### config.mk
export PLATFORM = sky130hd
export DESIGN_NAME = prism_sit_readback
export DESIGN_NICKNAME = d
export VERILOG_FILES = /design/src/rtl/prism_sit_readback.sv
export SDC_FILE = /design/constraint.sdc
export NUM_CORES = 1
export LEC_CHECK = 0
export CAP_MARGIN = 40
export CORE_ASPECT_RATIO = 1.1
export CORE_UTILIZATION = 45
export DETAILED_ROUTE_END_ITERATION = 10
export GPL_ROUTABILITY_DRIVEN = 0
export GPL_TIMING_DRIVEN = 1
export PLACE_DENSITY = 0.86
export SLEW_MARGIN = 10
export SYNTH_ARGS = -nofsm -noshare
export SYNTH_HDL_FRONTEND = slang
export SYNTH_SLANG_ARGS = --single-unit
### constraint.sdc
create_clock -name clk -period 2.9 [get_ports clk]
set_clock_uncertainty 0.1 [all_clocks]
set_input_delay 0.29 -clock clk [delete_from_list [all_inputs] [get_ports clk]]
set_output_delay 0.29 -clock clk [all_outputs]
set_load 0.02 [all_outputs]
### src/rtl/prism_sit_readback.sv
// prism_sit_readback
// Streams one WIDTH-bit SIT entry back over the 32-bit debug bus, one word per
// DATA read, from a shadow copy taken once the loader is idle.
// Build option: define PRISM_SIT_RB_AUTOINC_EN to step to the next entry after the
// last word, so back-to-back DATA reads dump the whole SIT.
module prism_sit_readback #(
    parameter  int unsigned WIDTH  = 80,
    parameter  int unsigned DEPTH  = 2,
    localparam int unsigned A_BITS = (DEPTH <= 2) ? 1 : $clog2(DEPTH),
    localparam int unsigned WORDS  = (WIDTH + 31) / 32
) (
    input  logic                     clk,
    input  logic                     rst,
    input  logic [5:0]               debug_addr,
    input  logic                     debug_wr,
    input  logic                     debug_rd,
    input  logic [31:0]              debug_wdata,
    output logic [31:0]              debug_rdata,
    input  logic [WIDTH*DEPTH-1:0]   config_bus,
    input  logic                     config_busy
);

    localparam int unsigned PAD_W = WORDS * 32;

    typedef enum logic [1:0] {
        S_IDLE    = 2'd0,
        S_WAIT    = 2'd1,
        S_CAPTURE = 2'd2,
        S_READY   = 2'd3
    } state_t;

    state_t               r_state;
    state_t               w_state_nxt;
    logic [A_BITS-1:0]    r_entry;
    logic [7:0]           r_word_idx;
    logic                 r_err;
    logic                 r_underrun;
    logic [WIDTH-1:0]     r_shadow;

    logic                 w_ctrl_sel;
    logic                 w_data_sel;
    logic                 w_ctrl_wr;
    logic                 w_start;
    logic                 w_clr;
    logic                 w_entry_ok;
    logic                 w_data_rd;
    logic                 w_last;
    logic                 w_ready;
    logic [A_BITS-1:0]    w_entry_next;
    logic [WIDTH-1:0]     w_sel;
    logic [PAD_W-1:0]     w_pad;
    logic [31:0]          w_word;

    assign w_ctrl_sel   = (debug_addr == 6'h18);
    assign w_data_sel   = (debug_addr == 6'h1C);
    assign w_ctrl_wr    = debug_wr && w_ctrl_sel;
    assign w_start      = w_ctrl_wr && debug_wdata[31];
    assign w_clr        = w_ctrl_wr && debug_wdata[30];
    // The range check looks at the whole index field so an out-of-range entry
    // is caught even though only A_BITS of it are ever stored.
    assign w_entry_ok   = (debug_wdata[29:0] < 30'(DEPTH));
    // A start in the same cycle takes priority over any DATA strobe.
    assign w_data_rd    = debug_rd && w_data_sel && !w_start;
    assign w_last       = (r_word_idx == 8'(WORDS - 1));
    assign w_ready      = (r_state == S_READY);
    assign w_entry_next = (r_entry == A_BITS'(DEPTH - 1)) ? '0 : r_entry + 1'b1;
    assign w_pad        = PAD_W'(r_shadow);

    // Select the addressed entry from the flat latch bus.
    always_comb begin
        w_sel = '0;
        for (int i = 0; i < DEPTH; i++) begin
            if (r_entry == A_BITS'(i)) w_sel = config_bus[i*WIDTH +: WIDTH];
        end
    end

    // Pick the 32-bit shadow word under the read pointer (upper pad bits are 0).
    always_comb begin
        w_word = '0;
        for (int i = 0; i < WORDS; i++) begin
            if (r_word_idx == 8'(i)) w_word = w_pad[32*i +: 32];
        end
    end

    // State register.
    always_ff @(posedge clk) begin
        if (rst) r_state <= S_IDLE;
        else     r_state <= w_state_nxt;
    end

    // Next-state logic; any start aborts the current sequence.
    always_comb begin
        w_state_nxt = r_state;
        case (r_state)
            S_IDLE:    if (w_start && w_entry_ok) w_state_nxt = S_WAIT;
            S_WAIT:    if (!config_busy) w_state_nxt = S_CAPTURE;
            S_CAPTURE: w_state_nxt = S_READY;
            S_READY: begin
                if (w_data_rd && w_last) begin
`ifdef PRISM_SIT_RB_AUTOINC_EN
                    w_state_nxt = S_WAIT;
`else
                    w_state_nxt = S_IDLE;
`endif
                end
            end
            default:   w_state_nxt = S_IDLE;
        endcase
        if (w_start) w_state_nxt = w_entry_ok ? S_WAIT : S_IDLE;
    end

    // Entry, pointer, flags and shadow updates.
    always_ff @(posedge clk) begin
        if (rst) begin
            r_entry    <= '0;
            r_word_idx <= '0;
            r_err      <= 1'b0;
            r_underrun <= 1'b0;
            r_shadow   <= '0;
        end else begin
            if (w_clr) begin
                r_err      <= 1'b0;
                r_underrun <= 1'b0;
            end
            if (w_start) begin
                if (w_entry_ok) r_entry <= debug_wdata[A_BITS-1:0];
                else            r_err   <= 1'b1;
            end else if (w_data_rd) begin
                if (w_ready) begin
                    r_word_idx <= r_word_idx + 8'd1;
`ifdef PRISM_SIT_RB_AUTOINC_EN
                    if (w_last) r_entry <= w_entry_next;
`endif
                end else begin
                    r_underrun <= 1'b1;
                end
            end
            if (r_state == S_CAPTURE && !w_start) begin
                r_shadow   <= w_sel;
                r_word_idx <= '0;
            end
        end
    end

`ifndef PRISM_SIT_RB_AUTOINC_EN
    logic w_unused_next;
    assign w_unused_next = ^w_entry_next;
`endif

    // Debug read mux: zero unless CTRL or DATA is addressed.
    always_comb begin
        debug_rdata = '0;
        if (w_ctrl_sel) begin
            debug_rdata = {w_ready, r_err, r_underrun, 13'b0, r_word_idx, 8'(r_entry)};
        end else if (w_data_sel && w_ready) begin
            debug_rdata = w_word;
        end
    end

endmodule
Word level (Yosys, flattened, before mapping)
Cells that the tools add are included.
{ "classes": {"n_eq_ne": 10, "order_cmp": 1, "muxes": 19, "bitwise": 1, "reduce_logical": 16, "mul": 0, "div": 0, "add_sub_neg": 1, "shift": 0} }
{ "ops": {"columns": ["cell", "count"], "rows": [
  ["32-bit 2-to-1 mux", 5],
  ["80-bit 2-to-1 mux", 1],
  ["30-bit by 2-bit less-than comparator with 1-bit output, second input constant", 1],
  ["6-bit by 5-bit equality test with 1-bit output, second input constant", 2],
  ["1-bit logical AND", 9],
  ["8-bit by 1-bit adder with 8-bit output, second input constant", 1],
  ["8-bit by 1-bit equality test with 1-bit output, second input constant", 1],
  ["8-bit by 2-bit equality test with 1-bit output, second input constant", 1],
  ["8-bit logical NOT", 1],
  ["1-bit 2-to-1 mux", 8],
  ["2-bit 2-to-1 mux", 4],
  ["2-bit case mux with 4 select lines", 1],
  ["3-bit inequality test, second input constant", 2],
  ["3-bit AND reduction", 2],
  ["2-bit equality test, second input constant", 2],
  ["3-bit by 2-bit inequality test with 1-bit output, second input constant", 1],
  ["2-bit by 1-bit equality test with 1-bit output, second input constant", 1],
  ["2-bit logical NOT", 1],
  ["2-bit AND reduction", 1],
  ["2-bit OR reduction", 1],
  ["1-bit logical NOT", 1],
  ["1-bit inverter", 1]
]} }
{ "totals": {"register_bits": 93, "out_inout_bits": 32, "ramBits": 0, "rom_bits": 0, "n_memories": 0, "wordCells": 54, "latch_bits": 0} }

Longest topological paths before layout
{ "depth": {"ltp_word": 9, "mapped_depth": 8, "mapped_depth_nobuf": 6} }

Worst setup path after synthesis
Ideal clock, no wire load.
{ "synth_timing": {"path_kind": "reg2out", "start": "reg r_word_idx[0]", "end": "out debug_rdata[14]", "path_stages_with_launch": 9, "t_required_ps": 2510, "path_slack_ps": 620, "t_arrival_ps": 1890, "path_buffers": 2, "cell_sequence": "dfxtp_1 > inv_1 > ha_1 > clkbuf_1 > clkbuf_1 > nand2_1 > o21ai_0 > o22ai_1 > o21ai_0"} }
{ "synth_between": {"elab_chain_len": 6, "word_cells_on_any_way": 8, "classes_between": "eq/ne (2); mux (5); reduce/logical (1)"} }
{ "synth_lines": {"columns": ["element", "line", "text"], "rows": [
  ["start, declared", "35", "logic [7:0] r_word_idx;"],
  ["start signal, assigned", "130", "r_word_idx <= r_word_idx + 8'd1;"],
  ["8-bit logical NOT", "81", "if (r_word_idx == 8'(i)) w_word = w_pad[32*i +: 32];"],
  ["32-bit 2-to-1 mux (2 in a row)", "81", null],
  ["32-bit 2-to-1 mux *", "81", null],
  ["32-bit 2-to-1 mux *", "155", "end else if (w_data_sel && w_ready) begin"],
  ["32-bit 2-to-1 mux *", "153", "if (w_ctrl_sel) begin"],
  ["end, declared", "18", "output logic [31:0] debug_rdata,"]
]} }
Every way passes the cells marked *; elsewhere a longest branch is shown, timed or not.

Worst setup path in the final report
{ "layout_timing": {"start": "reg r_word_idx[0]", "end": "out debug_rdata[31]"} }
Same word-level chain as after synthesis.

==> impl_metrics.yaml <==
run_status:
  outcome: "complete, no violations"
critical_path:
  rr_endpoint: "r_shadow[54]$_SDFFE_PP0P_"
  worstSetupStartpoint: "r_word_idx[0]$_SDFFE_PP0P_"
  max_stage_delay_ns: 0.37
  cp.depth: 8
  rrSetupSlack_ns: 0.73
  reg2reg_from: "r_state[0]$_SDFFE_PP0P_"
  required_ns: 2.51
  crit_arrival_ns: 2.38
  path_cells: "inv_1 > ha_2 > nand2b_1 > nor4_4 > buf_4 > a22oi_1 > o21ai_1 > dlygate4sd2_1"
  crit_buf_inv: 3
  critPathSlowestCell: "dfxtp_1"
  path_max_fanout: 16
  path_delay_family: "buffers and inverters"
  cp-end-kind: "primary output"
  cp-endpoint: "debug_rdata[31]"
  crit_path_start_kind: "register"
  critical_path_class: "reg -> out"
  r2r_cells: 7
routing:
  firstDrtPassIters: 6
  wl_per_cell_um: 16.93
  drc: 0
  vias: 5452
  antenna_left: 0
  wl_mm: 16.53
  avgViaCountPerCell: 5.586
  first_iter_violations: 320
die:
  rows: 40
  io_pins: 235
  core_area_um2: 11010
  die_h_um: 114.2
  start_util: 0.4674
  die_area_um2: 11870
  die_w_um: 104.0
sta:
  tns_ns: 0
  fin_crit_sh: 0.9547
  max_freq_mhz: 361.2
  finalMaxSlewViolations: 0
  rsz0062_at_grt: "no"
  relSlewSlack: 0.6575
  whs_ns: 0.2296
  worst_pin_slew_ns: 0.5131
  setup_viol: 0
  hold_violations: 0
  min_period_ns: 2.769
pwr:
  vdd_drop_max_mv: 0.3319
  p_int_mw: 2.264
  netSwitchingPower_mw: 0.5998
  p_clk_frac: 0.428
  p_leak_nw: 2.705
  p_comb_frac: 0.127
  switching_share: 0.2094
  seq_power_share: 0.445
  powerDensity_nw_per_um2: 358.5
synthesis:
  synth_top_family_by_area: "compound AO/OA/AOI/OAI gates"
  syn_nets: 820
  ys_seq_area_frac: 0.3618
  synth-xor-area-share: 0.006808
  synth-adder-area-share: 0.02188
  synthesis.area_um2: 5146
  yosys_warnings: 0
  synthSimpleGateAreaFrac: 0.1913
  ys_types: 45
  syn_area_per_cell_um2: 8.464
  netlist_instances: 608
  synth_mux_area_frac: 0.1614
  synth-seq-cells: 93
  synth_compound_area_frac: 0.2103
clock_network:
  cts_setup_buffers: 0
  clock_path_buffers: 2
  clk_pin_slew_worst_paths_ns: 0.07
  cts_root_buf: "clkbuf_16"
  hold_buffers: 0
  htreeDepth: 3
  post_cts_resized: 28
  clk_latency_ns: 0.33
  clock-sinks: 93
  numCtsBuffers: 9
  cts_tree: "yes"
grt:
  grt_pass1_wl_mm: 26.03
  use_met3: 0.04269
  grtUsageTotal: 0.2746
  grt_busiest_layer: "met2"
  grt_start_max_net_pins: 52
  use_met1: 0.3265
  grt_util_met2: 0.5089
  overflow: 0
  antenna_found_initial: 0
  grt_pass1_vias: 5359
worst_hold_path:
  holdCritPathClass: "in -> reg"
  hold_start: "rst"
flow_run:
  maxCapViolations: 0
place:
  io_buffers: 234
  detailed_place_hpwl_mm: 12.86
finish:
  diodes: 0
  area_growth_pct: 55.24
  drive_gt1_frac: 0.07238
  nNetsFinal: 1036
==> layer usage <==
metal	vias to the layer above	wire, um
met1	2510	6510
met5	-	0
met3	38	1047
met2	230	8594
li1	2674	-
met4	0	374
==> state kept, by name, summed over array words and instances (netlist names) <==
signal,count
r_entry,1
r_err,1
r_state,2
r_shadow,80
r_word_idx,8
r_underrun,1
==> Yosys cell counts <==
| cell | number | share of area |
|---|---|---|
| xnor2_1 | 1 | 0.0017 |
| o21ai_0 | 19 | 0.018 |
| nand3_2 | 1 | 0.0019 |
| nand2b_1 | 3 | 0.0036 |
| nor4_4 | 1 | 0.0041 |
| ha_1 | 9 | 0.022 |
| xor2_1 | 3 | 0.0051 |
| nand3b_1 | 8 | 0.012 |
| a2111o_1 | 1 | 0.0022 |
| buf_4 | 1 | 0.0015 |
| or2_2 | 1 | 0.0012 |
| nor4b_4 | 1 | 0.0046 |
| nand2_1 | 41 | 0.030 |
| nor3_1 | 4 | 0.0039 |
| a22oi_1 | 16 | 0.023 |
| mux2i_1 | 83 | 0.16 |
| and3b_1 | 1 | 0.0017 |
| o31ai_1 | 3 | 0.0044 |
| or4_4 | 1 | 0.0022 |
| nor4bb_1 | 1 | 0.0019 |
| buf_1 | 3 | 0.0022 |
| nand4b_1 | 1 | 0.0017 |
| dfxtp_1 | 93 | 0.36 |
| nor3b_1 | 1 | 0.0015 |
| clkbuf_1 | 40 | 0.029 |
| o21ai_1 | 4 | 0.0039 |
| or4_1 | 4 | 0.0058 |
| o22ai_1 | 12 | 0.015 |
| nor2_2 | 10 | 0.012 |
| and3_1 | 3 | 0.0036 |
| a211oi_1 | 81 | 0.12 |
| nor2_1 | 98 | 0.071 |
| a31oi_1 | 1 | 0.0012 |
| and4b_1 | 1 | 0.0019 |
| buf_2 | 8 | 0.0078 |
| nor4_1 | 7 | 0.0085 |
| or3_1 | 1 | 0.0012 |
| nand3_1 | 1 | 0.00097 |
| buf_6 | 1 | 0.0022 |
| a41oi_2 | 1 | 0.0032 |
| a21o_1 | 1 | 0.0015 |
| nand4_1 | 10 | 0.012 |
| and4_1 | 2 | 0.0034 |
| a21oi_1 | 20 | 0.019 |
| inv_1 | 5 | 0.0036 |
==> layout by cell type, fill, tap and decap left out, drive strengths merged, types with 2 or more instances in the layout <==
cell,instances
a21oi,20
dlygate4sd2,26
a22oi,16
nand4,10
nand3,2
inv,8
clkdlybuf4s50,201
buf,25
clkbuf,11
nand2,41
ha,9
nand3b,8
o31ai,3
and4,2
nor4,8
o21ai,23
nor2,108
dfxtp,93
a211oi,81
mux2i,83
nor3,4
and3,3
dlymetal6s2s,6
xor2,3
o22ai,12
nand2b,3
or4,5
==> worst min-delay path by stage <==
| stage | to | slack, ns | cells past startpoint |
|---|---|---|---|
| 2_1_floorplan | r_entry$_SDFFE_PP0P_ | 0.34 | 2 |
| 3_3_place_gp | r_underrun$_SDFF_PP0_ | 0.38 | 2 |
| 3_5_place_dp | r_underrun$_SDFF_PP0_ | 0.37 | 2 |
| 4_1_cts | r_shadow[77]$_SDFFE_PP0P_ | 0.24 | 2 |
| 5_1_grt | r_shadow[77]$_SDFFE_PP0P_ | 0.25 | 2 |
| 6_report | r_shadow[77]$_SDFFE_PP0P_ | 0.23 | 2 |
==> area by class of cell <==
cell class | count | area (um^2)
timing repair buffer | 258 | 2541
fill | 847 | 3022
clock inverter | 5 | 62.56
inverter | 5 | 18.77
tap | 147 | 183.9
clock buffer | 11 | 252.7
multi-input combinational | 457 | 3064
sequential | 93 | 1866
==> kinds of logic (layout without fill, tap and decap cells) <==
| group | Yosys count | in the layout |
|---|---|---|
| compound gates | 159 | 159 |
| xor+xnor | 4 | 4 |
| fa+ha+maj | 9 | 9 |
| buf+inv | 58 | 279 |
| flops | 93 | 93 |
| mux | 83 | 83 |
| simple gates | 202 | 202 |
==> stage by stage <==
step / utilization / instances / worst slack, ns / power, mW / area, um^2
6_report: 0.7256 / 976 / 0.1315 / 2.864 / 7989
5_1_grt: 0.7256 / 976 / 0.006555 / 2.956 / 7989
4_1_cts: 0.7238 / 976 / 0.0003049 / 2.875 / 7969
3_5_place_dp: 0.6975 / 960 / 0.05604 / 1.669 / 7680
3_3_place_gp: 0.6975 / 960 / 0.04032 / 1.660 / 7680
2_1_floorplan: - / 608 / 0.6198 / 1.366 / 5146
==> power groups by stage <==
stage | Clock (mW) | Combinational (mW) | Sequential (mW)
finish | 1.22 | 0.363 | 1.28
global route | 1.30 | 0.384 | 1.27
global placement | 0 | 0.355 | 1.31
detailed placement | 0 | 0.364 | 1.31
floorplan | 0 | 0.0599 | 1.31
CTS | 1.23 | 0.366 | 1.28
(Power assumes the default switching activity.)
